### config.mk
export PLATFORM = sky130hd
export DESIGN_NAME = ekf_stage_sched
export DESIGN_NICKNAME = d
export VERILOG_FILES = /design/src/rtl/ekf_stage_sched.sv
export SDC_FILE = /design/constraint.sdc
export NUM_CORES = 1
export LEC_CHECK = 0
export CAP_MARGIN = 20
export CORE_MARGIN = 8
export CORE_UTILIZATION = 55
export CTS_CLUSTER_DIAMETER = 40
export CTS_CLUSTER_SIZE = 24
export DETAILED_ROUTE_END_ITERATION = 6
export GPL_ROUTABILITY_DRIVEN = 0
export PLACE_DENSITY = 0.8
export SYNTH_ARGS = -nofsm -noshare
export SYNTH_HDL_FRONTEND = slang
export SYNTH_SLANG_ARGS = --single-unit
### constraint.sdc
create_clock -name clk -period 6.3 [get_ports clk]
set_clock_uncertainty 0.15 [all_clocks]
set_input_delay 0.63 -clock clk [delete_from_list [all_inputs] [get_ports clk]]
set_output_delay 0.63 -clock clk [all_outputs]
set_load 0.05 [all_outputs]
### src/rtl/ekf_stage_sched.sv
// ============================================================================
// Module      : ekf_stage_sched
// Description : Command scheduler for the EKF datapath. It queues host step
//               commands, issues them over a stage handshake, holds the stage
//               operands, counts map landmarks and reports errors/timeouts.
// Revision    : 1.0
// ============================================================================
`default_nettype none

module ekf_stage_sched #(
  parameter int DEPTH  = 4,
  parameter int MAX_LM = 1023,
  parameter int TO_W   = 16
) (
  input  logic        clk,
  input  logic        sys_rst,
  input  logic        cmd_val,
  output logic        cmd_rdy,
  input  logic [1:0]  cmd_op,
  input  logic [9:0]  cmd_lk,
  input  logic [31:0] cmd_d0,
  input  logic [31:0] cmd_d1,
  output logic [2:0]  stage_val,
  input  logic [2:0]  stage_rdy,
  output logic [9:0]  landmark_num,
  output logic [9:0]  l_k,
  output logic [31:0] vlr,
  output logic [31:0] alpha,
  output logic [31:0] rk,
  output logic [31:0] phi,
  output logic        busy,
  output logic        done_val,
  output logic [1:0]  done_op,
  output logic        err_val,
  output logic [1:0]  err_code
);

  localparam int              c_AW     = (DEPTH > 1) ? $clog2(DEPTH) : 1;
  localparam int              c_CW     = c_AW + 1;
  localparam logic [c_CW-1:0] c_DEPTH  = c_CW'(DEPTH);
  localparam logic [9:0]      c_MAX_LM = 10'(MAX_LM);
  localparam logic [1:0]      c_OP_PREDICT = 2'd0;
  localparam logic [1:0]      c_OP_NEWLM   = 2'd1;
  localparam logic [1:0]      c_OP_UPDATE  = 2'd2;

  typedef enum logic [2:0] {
    S_IDLE    = 3'd0,
    S_ISSUE   = 3'd1,
    S_WAIT_LO = 3'd2,
    S_WAIT_HI = 3'd3,
    S_ERR     = 3'd4
  } state_t;

  state_t            r_state;
  state_t            w_state_nxt;

  logic [75:0]       r_mem [DEPTH];
  logic [c_AW-1:0]   r_wr_ptr;
  logic [c_AW-1:0]   r_rd_ptr;
  logic [c_CW-1:0]   r_count;
  logic              w_push;
  logic              w_pop;
  logic [75:0]       w_head;
  logic [1:0]        w_h_op;
  logic [9:0]        w_h_lk;
  logic [31:0]       w_h_d0;
  logic [31:0]       w_h_d1;

  logic [1:0]        r_op;
  logic [1:0]        r_err_code;
  logic              r_done_val;
  logic [9:0]        r_lm;
  logic [9:0]        r_lk;
  logic [31:0]       r_vlr;
  logic [31:0]       r_alpha;
  logic [31:0]       r_rk;
  logic [31:0]       r_phi;
  logic [TO_W-1:0]   r_to;

  logic              w_load;
  logic              w_err_set;
  logic [1:0]        w_err_code;
  logic              w_done;
  logic              w_op_rdy;
  logic              w_to_hit;
  logic              w_active;

  // ---------------------------------------------------------------- FIFO
  // cmd_rdy is taken from the registered count, so a same-cycle pop never
  // opens a slot for a push into a full queue.
  assign cmd_rdy = (r_count < c_DEPTH);
  assign w_push  = cmd_val & cmd_rdy;
  assign w_head  = r_mem[r_rd_ptr];
  assign w_h_op  = w_head[75:74];
  assign w_h_lk  = w_head[73:64];
  assign w_h_d0  = w_head[63:32];
  assign w_h_d1  = w_head[31:0];

  always_ff @(posedge clk) begin
    if (w_push) begin
      r_mem[r_wr_ptr] <= {cmd_op, cmd_lk, cmd_d0, cmd_d1};
    end
  end

  always_ff @(posedge clk or posedge sys_rst) begin
    if (sys_rst) begin
      r_wr_ptr <= '0;
      r_rd_ptr <= '0;
      r_count  <= '0;
    end else begin
      if (w_push) r_wr_ptr <= r_wr_ptr + 1'b1;
      if (w_pop)  r_rd_ptr <= r_rd_ptr + 1'b1;
      case ({w_push, w_pop})
        2'b10:   r_count <= r_count + 1'b1;
        2'b01:   r_count <= r_count - 1'b1;
        default: r_count <= r_count;
      endcase
    end
  end

  // ---------------------------------------------------------------- FSM
  always_comb begin
    w_op_rdy = 1'b0;
    case (r_op)
      2'd0:    w_op_rdy = stage_rdy[0];
      2'd1:    w_op_rdy = stage_rdy[1];
      2'd2:    w_op_rdy = stage_rdy[2];
      default: w_op_rdy = 1'b0;
    endcase
  end

  assign w_to_hit = &r_to;
  assign w_active = (r_state == S_ISSUE) || (r_state == S_WAIT_LO) ||
                    (r_state == S_WAIT_HI);

  always_comb begin
    w_state_nxt = r_state;
    w_pop       = 1'b0;
    w_load      = 1'b0;
    w_err_set   = 1'b0;
    w_err_code  = 2'd0;
    w_done      = 1'b0;
    case (r_state)
      S_IDLE: begin
        if (r_count != '0) begin
          w_pop = 1'b1;
          if (w_h_op == 2'd3) begin
            w_err_set   = 1'b1;
            w_err_code  = 2'd0;
            w_state_nxt = S_ERR;
          end else if (w_h_op == c_OP_UPDATE && w_h_lk >= r_lm) begin
            w_err_set   = 1'b1;
            w_err_code  = 2'd1;
            w_state_nxt = S_ERR;
          end else if (w_h_op == c_OP_NEWLM && r_lm == c_MAX_LM) begin
            w_err_set   = 1'b1;
            w_err_code  = 2'd2;
            w_state_nxt = S_ERR;
          end else begin
            w_load      = 1'b1;
            w_state_nxt = S_ISSUE;
          end
        end
      end
      S_ISSUE, S_WAIT_LO, S_WAIT_HI: begin
        if (w_to_hit) begin
          w_err_set   = 1'b1;
          w_err_code  = 2'd3;
          w_state_nxt = S_ERR;
        end else if (r_state == S_ISSUE && w_op_rdy) begin
          w_state_nxt = S_WAIT_LO;
        end else if (r_state == S_WAIT_LO && !w_op_rdy) begin
          w_state_nxt = S_WAIT_HI;
        end else if (r_state == S_WAIT_HI && w_op_rdy) begin
          w_done      = 1'b1;
          w_state_nxt = S_IDLE;
        end
      end
      S_ERR:   w_state_nxt = S_IDLE;
      default: w_state_nxt = S_IDLE;
    endcase
  end

  always_ff @(posedge clk or posedge sys_rst) begin
    if (sys_rst) begin
      r_state    <= S_IDLE;
      r_op       <= 2'd0;
      r_err_code <= 2'd0;
      r_done_val <= 1'b0;
      r_lm       <= 10'd0;
      r_lk       <= 10'd0;
      r_vlr      <= 32'd0;
      r_alpha    <= 32'd0;
      r_rk       <= 32'd0;
      r_phi      <= 32'd0;
      r_to       <= '0;
    end else begin
      r_state    <= w_state_nxt;
      r_done_val <= w_done;
      if (w_pop)     r_op       <= w_h_op;
      if (w_err_set) r_err_code <= w_err_code;
      if (w_load) begin
        case (w_h_op)
          c_OP_PREDICT: begin
            r_vlr   <= w_h_d0;
            r_alpha <= w_h_d1;
          end
          c_OP_NEWLM: begin
            r_rk  <= w_h_d0;
            r_phi <= w_h_d1;
            r_lk  <= r_lm;
          end
          default: begin
            r_rk  <= w_h_d0;
            r_phi <= w_h_d1;
            r_lk  <= w_h_lk;
          end
        endcase
      end
      // The map grows on the same edge that raises done_val for a NEWLM.
      if (w_done && r_op == c_OP_NEWLM) r_lm <= r_lm + 10'd1;
      if (w_load)        r_to <= '0;
      else if (w_active) r_to <= r_to + 1'b1;
    end
  end

  // ---------------------------------------------------------------- outputs
  always_comb begin
    stage_val = 3'b000;
    if (r_state == S_ISSUE) begin
      case (r_op)
        2'd0:    stage_val = 3'b001;
        2'd1:    stage_val = 3'b010;
        2'd2:    stage_val = 3'b100;
        default: stage_val = 3'b000;
      endcase
    end
  end

  assign landmark_num = r_lm;
  assign l_k          = r_lk;
  assign vlr          = r_vlr;
  assign alpha        = r_alpha;
  assign rk           = r_rk;
  assign phi          = r_phi;
  assign busy         = (r_state != S_IDLE) || (r_count != '0);
  assign done_val     = r_done_val;
  assign done_op      = r_op;
  assign err_val      = (r_state == S_ERR);
  assign err_code     = r_err_code;

endmodule

`default_nettype wire

Word-level counts from Yosys, hierarchy flattened
Memory sizes are Yosys's and may differ from the RTL's.
Cells that the tools add are included.
{"block": "op_classes", "reduce_logical": 22, "eq_ne": 14, "add_sub_neg": 6, "n_bitwise": 2, "magnitude_cmp": 2, "mux": 42}
{"operator": "16-bit two-way mux", "n": 2}
{"operator": "3-bit two-way mux", "n": 9}
{"operator": "10-bit case mux with 2 select lines", "n": 1}
{"operator": "1-bit two-way mux", "n": 19}
{"operator": "16-bit by 1-bit adder with 16-bit output, second input constant", "n": 1}
{"operator": "16-bit AND reduction", "n": 1}
{"operator": "3-bit case mux with 2 select lines", "n": 2}
{"operator": "10-bit by 1-bit adder with 10-bit output, second input constant", "n": 1}
{"operator": "10-bit equality test, second input constant", "n": 1}
{"operator": "10-bit greater-or-equal comparator", "n": 1}
{"operator": "2-bit two-way mux", "n": 5}
{"operator": "3-bit case mux with 3 select lines", "n": 1}
{"operator": "2-bit equality test, second input constant", "n": 4}
{"operator": "2-bit by 1-bit equality test with 1-bit output, second input constant", "n": 3}
{"operator": "3-bit by 2-bit equality test with 1-bit output, second input constant", "n": 2}
{"operator": "1-bit logical AND", "n": 6}
{"operator": "2-bit AND reduction", "n": 3}
{"operator": "3-bit nonzero test", "n": 2}
{"operator": "5-bit != test, second input constant", "n": 1}
{"operator": "2-bit by 1-bit adder with 2-bit output, second input constant", "n": 2}
{"operator": "2-bit zero test", "n": 2}
{"operator": "2-bit case mux with 2 select lines", "n": 1}
{"operator": "2-bit nonzero test", "n": 2}
{"operator": "3-bit by 1-bit adder with 3-bit output, second input constant", "n": 1}
{"operator": "other kinds (13)", "n": 15}
{"block": "word_totals", "memories": 1, "reg_bits": 179, "in_bits": 82, "word_cells": 103, "mem_bits_rw": 304, "out_inout_bits": 159}
{"name": "r_mem", "depth": 4, "word_bits": 76, "read_ports": 1, "rd_clocked_by_memory_dff": 0, "wr": 1, "line": "57", "rtl": "logic [75:0] r_mem [DEPTH];"}

Depth between registers and ports, before layout
Gate-level depths: netlist of run 1.
{"block": "depth", "depth_word": 9, "depth_mapped": 13}

Worst setup path before layout of run 1
Ideal clock, no wire load.
{"block": "synth_path", "kind": "reg-to-reg", "start": "register r_rd_ptr[0]", "end": "register r_phi[0] (netlist: phi[0])", "path_slack_ns": 2.753, "path_buffers": 4, "stages_incl_launch_ff": 13, "arrival_ns": 3.269, "setup_ns": 0.127, "path_cell_list": "dfrtp_1 -> buf_6 -> buf_2 -> mux4_2 -> ha_1 -> a211o_1 -> a21oi_1 -> o31ai_1 -> or2_2 -> o31ai_2 -> buf_8 -> buf_8 -> mux2_1"}
{"block": "synth_between", "elab_chain_len": 9}
{"element": "start, declared", "line": "59", "rtl": "logic [c_AW-1:0] r_rd_ptr;"}
{"element": "start signal, assigned", "line": "112", "rtl": "if (w_pop) r_rd_ptr <= r_rd_ptr + 1'b1;"}
{"element": "memory read 4 x 76 bit *"}
{"element": "branches (longest 8 deep; another with 10-bit greater-or-equal comparator)"}
{"element": "end signal, assigned", "line": "210", "rtl": "r_phi <= w_h_d1;"}
{"element": "end signal, assigned", "line": "215", "rtl": "r_phi <= w_h_d1;"}
{"element": "end, declared", "line": "77", "rtl": "logic [31:0] r_phi;"}
Mark *: on every way between the ends.
A chain may end at the register's enable or synchronous reset.

Worst setup path in the final report of run 1
{"block": "layout_path", "start": "register r_rd_ptr[0]", "end": "register r_rk[22] (netlist: rk[22])"}
{"block": "layout_between", "elab_chain_len": 9}
{"element": "memory read 4 x 76 bit *"}
{"element": "branches (longest 8 deep; another with 10-bit greater-or-equal comparator)"}
{"element": "end signal, assigned", "line": "209", "rtl": "r_rk <= w_h_d0;"}
{"element": "end signal, assigned", "line": "214", "rtl": "r_rk <= w_h_d0;"}
{"element": "end, declared", "line": "76", "rtl": "logic [31:0] r_rk;"}
Marks and branches as above.

==> summary.txt, run 1 <==
Run status
  • Status: complete, no violations

Critical path
  • Critical Path RT: 6.59 ns
  • Startpoint type of the worst setup path: register
  • Crit path capture type: register
  • Critical-path maximum fanout: 74
  • Critical Setup Path Class: reg -> reg
  • Data arrival, critical path: 4.57 ns

Yosys
  • Distinct cells, synth: 47
  • Seq/Total Area, Yosys: 73.5%
  • Ys async rst share: 37.1%
  • Avg Cell Area, Syn: 19.4 µm²
  • Synthesized area: 0.0185 mm²
  • Top_reg_cell synth: edfxtp_1
  • Yosys top cell by area: edfxtp_1
  • Syn Inst Count: 952
  • Number of synthesized flops with an enable pin: 304
  • Synth top area share: 49.3%
  • Ranking of synthesized cells by area: edfxtp_1 49%, dfrtp_1 24%, mux4_2 9.3%, mux2_2 4.7%, mux2_1 3.7%
  • Synth warn: 0
  • Mapped Nets: 1,052
  • Register bit count reported by yosys: 483

GRT
  • Initial antenna violation count: 5
  • Pin count of the biggest net entering global routing: 122
  • Gr usage total: 19.8%
  • Vias in the first global route: 10,345
  • First-pass GRT wire length: 59.9 mm
  • Grt ovf: 0

Floorplan
  • Chip Height: 199 µm
  • I/O Pins: 241
  • Initial Util: 55.5%
  • Area of the die: 0.0398 mm²
  • Die width: 199 µm
  • # rows: 67
  • Core area: 0.0334 mm²

Timing
  • RSZ-0062 raised after global routing: false
  • Worst Max-Slew Pin Slew: 1.00 ns
  • Setup WS post-layout: 2.02 ns
  • Final hold vios: 0
  • Fmax achieved: 234 MHz
  • Max Slew Vio Count: 0
  • Slew HR: 32.9%
  • Fin crit period: 4.28 ns
  • Final Cycle Share: 68.0%
  • Setup violations, final: 0
  • Setup TNS: 0 ns

Drt
  • Met3 Wirelength: 2.46 mm
  • Vias/cell: 5.58
  • Met2 WL: 19.8 mm
  • DRC viols: 0
  • Final WL: 38.5 mm
  • Antenna Nets Post-Route: 0
  • Drt wl/cell: 22.5 µm
  • Vias: 9,562
  • Met1 wire length: 15.2 mm
  • Iteration-0 DRC Markers: 459
  • Highest metal used: met5
  • First-pass detailed-route iteration total: 5

Clocking
  • Skew-Pair Late Insertion Delay: 0.56 ns
  • Clock Tree Root: clkbuf_16
  • Post-CTS sizing: 0
  • CTS max path bufs: 3
  • CTS tree: yes
  • Post-CTS Hold Fix Bufs: 0
  • Clock transition at path regs: 0.06 ns
  • H-tree lvl count: 2
  • Clk sinks: 483
  • Post-CTS setup buffers: 0
  • CTS Buf Count: 52

Placement
  • Dpl cell area: 0.0213 mm²
  • Dpl ws: 1.96 ns
  • HPWL after DPL: 24.3 mm
  • Port Buffers: 240

Finish
  • Layout cells sized above 1: 21.4%
  • Final nets: 1,319
  • # fillers: 2,159
  • Register area: 0.0136 mm²
  • Post-layout instance area: 0.0231 mm²
  • Multi-input gate area in the final layout: 0.00457 mm²
  • Area growth syn-to-layout: 25.1%

Flow run
  • Number of max-cap violations: 0

Hold path
  • Hold Crit Class: reg -> reg

Power
  • PwrDens: 563 mW/mm²
  • Lkg Pwr: 8.43 nW
  • Maximum VDD drop: 0.000485 V
cells in the mapped netlist (all sizes together) (2+ instances only):
cell type	instances
nand2b	4
and2	4
mux2	138
clkbuf	14
a21oi	5
o31ai	2
o21a	3
inv	21
nor3b	3
ha	17
nor2	26
nor3	9
o21ai	13
mux4	76
edfxtp	304
dfrtp	179
nand2	36
nand4	10
mux2i	3
and3	6
xor2	12
buf	25
or3	2
nand3	6
nand3b	2
xnor2	19
and4	2
cell type report:
class                      count  share of cell area [%]
inverter                      21                   0.373
timing repair buffer         252                    10.8
clock buffer                  58                    5.85
tap                          448                    2.42
sequential                   483                    58.8
clock inverter                39                    1.92
multi-input combinational    409                    19.7
antenna                        4                  0.0433
state kept, by name, summed over array words and instances (netlist names), 3 cells and up:
register,flops
alpha,32
vlr,32
phi,32
rk,32
r_state,3
r_to,16
r_mem,304
r_count,3
l_k,10
landmark_num,10
critical path, stage by stage, from the launching register on:
cell,delay [ns]
dfrtp_4,0.84
buf_4,0.58
mux4_2,0.66
nand2b_1,0.44
or3_1,0.48
o31ai_4,0.09
buf_12,0.44
mux2_2,0.40
path summary, 6_finish.rpt:
kind | from | to | slack, ns | depth (start not counted)
min in group asynchronous | sys_rst | vlr[28]$_DFFE_PP0P_ | 0.46 | 2
worst max register to register | r_rd_ptr[0]$_DFFE_PP0P_ | rk[22]$_DFFE_PP0P_ | 2.02 | 7
max in group asynchronous | sys_rst | rk[13]$_DFFE_PP0P_ | 4.09 | 3
worst min-delay path | err_code[1]$_DFFE_PP0P_ | err_code[1]$_DFFE_PP0P_ | 0.33 | 2
worst max-delay path | r_rd_ptr[0]$_DFFE_PP0P_ | rk[22]$_DFFE_PP0P_ | 2.02 | 7
worst min register to register | err_code[1]$_DFFE_PP0P_ | err_code[1]$_DFFE_PP0P_ | 0.33 | 2
placed cells by master (no fill, tap or decap), drive strengths merged, types with 2 or more instances in the layout:
cell type	count
and3	6
nand2b	4
mux2i	3
xnor2	19
o31ai	2
a21oi	5
or3	2
clkinvlp	7
nand3	6
clkinv	8
nor3	9
nor2	26
bufinv	5
mux2	138
and4	2
inv	40
o21ai	13
o21a	3
mux4	76
clkdlybuf4s50	240
diode	4
nand3b	2
clkbuf	59
nor3b	3
ha	17
dfrtp	179
and2	4
nand2	36
nand4	10
xor2	12
buf	11
edfxtp	304
report_power, final:
part | switching, W | total, W | internal [W]
sequential | 0.000503 | 0.00472 | 0.00421
clock | 0.00131 | 0.00312 | 0.00181
combinational | 0.00316 | 0.00519 | 0.00203
per-layer routing:
metal / global-route usage [%] / up-vias
met4: 5.64 / 6
met5: 0 / -
li1: - / 4223
met3: 5.14 / 79
met1: 24.6 / 4986
met2: 34.1 / 268
cell families (layout without fill, tap and decap cells):
logic type | Yosys count | count (layout) | share of synthesized area, %
AOI/OAI and AO/OA | 30 | 30 | 1.03
xor gates and xnor gates | 31 | 31 | 1.47
adders and majority gates | 18 | 18 | 1.26
buffers and inverters | 60 | 370 | 1.90
DFF | 483 | 483 | 73.5
muxes | 217 | 217 | 17.8
other | 0 | 4 | 0
and+or+nand+nor | 113 | 113 | 2.98
stage by stage:
step	hold WS, ns	utilization (%)	total power [W]	std cells
finish	0.334	69.4	0.0130	1714
global route	0.358	69.4	0.0136	1712
CTS	0.338	69.3	0.0132	1709
detailed placement	0.320	63.9	0.0100	1612
global placement	0.319	63.9	0.00989	1612
floorplan	0.312	-	0.00834	952
Note: power is estimated with default switching activity, not from simulation.
==> run 2: changes to the inputs <==
==> constraint.sdc (replaced) <==
create_clock -name clk -period 4 [get_ports clk]
set_clock_uncertainty 0.15 [all_clocks]
set_input_delay 0.4 -clock clk [delete_from_list [all_inputs] [get_ports clk]]
set_output_delay 0.4 -clock clk [all_outputs]
set_load 0.05 [all_outputs]
==> run 2 against run 1 <==
  * Sequential share of layout area is 0.35 points lower
  * Hold slack worse by 0.12 ns
  * Maximum frequency up 19%
  * Core utilization up 0.42 points
  * Clock power rose by 53%
  * First-iteration DRC count fell by 4.1%
  * Count of clock-buffer cells in the layout down 1
==> summary.txt, run 2 (synthesis results as in run 1) <==
Clocking
  • Clk sinks: 483
  • Clock transition at path regs: 0.07 ns
  • Post-CTS setup buffers: 0
  • Clock Tree Root: clkbuf_16
  • Skew-Pair Late Insertion Delay: 0.56 ns
  • Post-CTS Hold Fix Bufs: 0
  • CTS Buf Count: 50
  • Post-CTS sizing: 0
  • CTS tree: yes
  • CTS max path bufs: 3
  • H-tree lvl count: 2

Floorplan
  • Die width: 199 µm
  • # rows: 67
  • Initial Util: 55.5%
  • Chip Height: 199 µm
  • Core area: 0.0334 mm²
  • Area of the die: 0.0398 mm²
  • I/O Pins: 241

Timing
  • Final hold vios: 0
  • Fmax achieved: 277 MHz
  • Worst Max-Slew Pin Slew: 0.882 ns
  • Slew HR: 41.1%
  • Setup violations, final: 0
  • RSZ-0062 raised after global routing: false
  • Setup WS post-layout: 0.389 ns
  • Setup TNS: 0 ns
  • Max Slew Vio Count: 0
  • Fin crit period: 3.61 ns
  • Final Cycle Share: 90.3%

Power
  • Maximum VDD drop: 0.000622 V
  • Lkg Pwr: 8.50 nW
  • Total power: 0.0204 W
  • PwrDens: 876 mW/mm²

Placement
  • Dpl ws: 0.396 ns
  • Port Buffers: 240
  • Dpl cell area: 0.0215 mm²
  • HPWL after DPL: 24.5 mm

Critical path
  • Critical Path RT: 4.28 ns
  • Data arrival, critical path: 3.89 ns
  • Crit path capture type: register
  • Critical-path maximum fanout: 39
  • R2R setup slack: 0.39 ns
  • Startpoint type of the worst setup path: register
  • Critical Setup Path Class: reg -> reg

Finish
  • Area growth syn-to-layout: 25.8%
  • Commonest non-fill, non-tap cell in the layout: edfxtp_1
  • Most frequent cells in the layout: 304 x edfxtp_1, 240 x clkdlybuf4s50_1, 177 x dfrtp_1
  • Max reg flops: 304
  • Final nets: 1,331
  • Register with the most flip-flops: r_mem
  • Layout cells sized above 1: 21.9%
  • Post-layout instance area: 0.0233 mm²

GRT
  • Grt ovf: 0
  • Initial antenna violation count: 5
  • Gr usage total: 18.8%
  • Vias in the first global route: 10,108
  • First-pass GRT wire length: 57.5 mm
  • Pin count of the biggest net entering global routing: 69

Run status
  • Status: complete, no violations

Drt
  • Drt wl/cell: 21.6 µm
  • Final WL: 37.2 mm
  • Vias: 9,390
  • Antenna Nets Post-Route: 0
  • Vias/cell: 5.45
  • Iteration-0 DRC Markers: 440
  • First-pass detailed-route iteration total: 5
  • DRC viols: 0

Flow run
  • Number of max-cap violations: 0

Hold path
  • Hold Crit Class: in -> async
-- run 2: changes by cell type in the layout (fill, tap and decap cells not counted), moves of 4 or more --
cell,delta
inv_6,-9
buf_12,+8
buf_4,+7
clkinv_4,+4
-- run 2: report_power, final --
group / internal [W] / leakage [nW] / switching (W)
registers: 0.00663 / 4.95 / 0.000643
logic: 0.00327 / 2.71 / 0.00509
clock network: 0.00276 / 0.843 / 0.00201
total: 0.0127 / 8.50 / 0.00774
-- run 2: cell type report --
cell class / count / area (µm²)
Sequential cell: 483 / 13600
Fill cell: 2151 / 10100
Clock buffer: 57 / 1310
Clock inverter: 36 / 433
Inverter: 21 / 82.6
Tap cell: 448 / 561
Antenna cell: 2 / 5.00
Multi-Input combinational cell: 409 / 4570
Timing Repair Buffer: 266 / 2710
-- run 2: final timing paths --
| check | end | start | cells after the start |
|---|---|---|---|
| setup / recovery | rk[22]$_DFFE_PP0P_ | r_rd_ptr[0]$_DFFE_PP0P_ | 9 |
| hold / removal | alpha[4]$_DFFE_PP0P_ | sys_rst | 2 |
| setup reg to reg | rk[22]$_DFFE_PP0P_ | r_rd_ptr[0]$_DFFE_PP0P_ | 9 |
| hold reg to reg | phi[2]$_DFFE_PP0P_ | phi[2]$_DFFE_PP0P_ | 1 |
| max in group asynchronous | vlr[7]$_DFFE_PP0P_ | sys_rst | 3 |
| min in group clk | r_mem[0][10]$_DFFE_PP_ | cmd_d1[10] | 1 |
-- run 2: stage by stage --
step	hold WS (ns)	util, %	std cells
floorplan	0.312	-	952
global placement	0.320	64.6	1627
detailed placement	0.324	64.6	1627
CTS	0.232	69.8	1720
global route	0.279	69.8	1721
finish	0.211	69.8	1722
-- run 2: worst max-delay path, cell delays in order (launching register included) --
cell and delay (ns):
dfrtp_4 0.57, mux4_2 0.55, ha_1 0.31, a211o_1 0.29
a21oi_1 0.13, o31ai_1 0.11, or2_2 0.32, o31ai_4 0.37
buf_12 0.27, mux2_2 0.37
-- run 2: routing by layer --
layer | track usage [%] | part of all wire (%) | vias up
li1 | - | - | 4248
met1 | 24.0 | 41 | 4861
met2 | 32.4 | 51 | 221
met3 | 4.87 | 6.3 | 52
met4 | 3.98 | 1.4 | 8
met5 | 0 | 0.15 | -
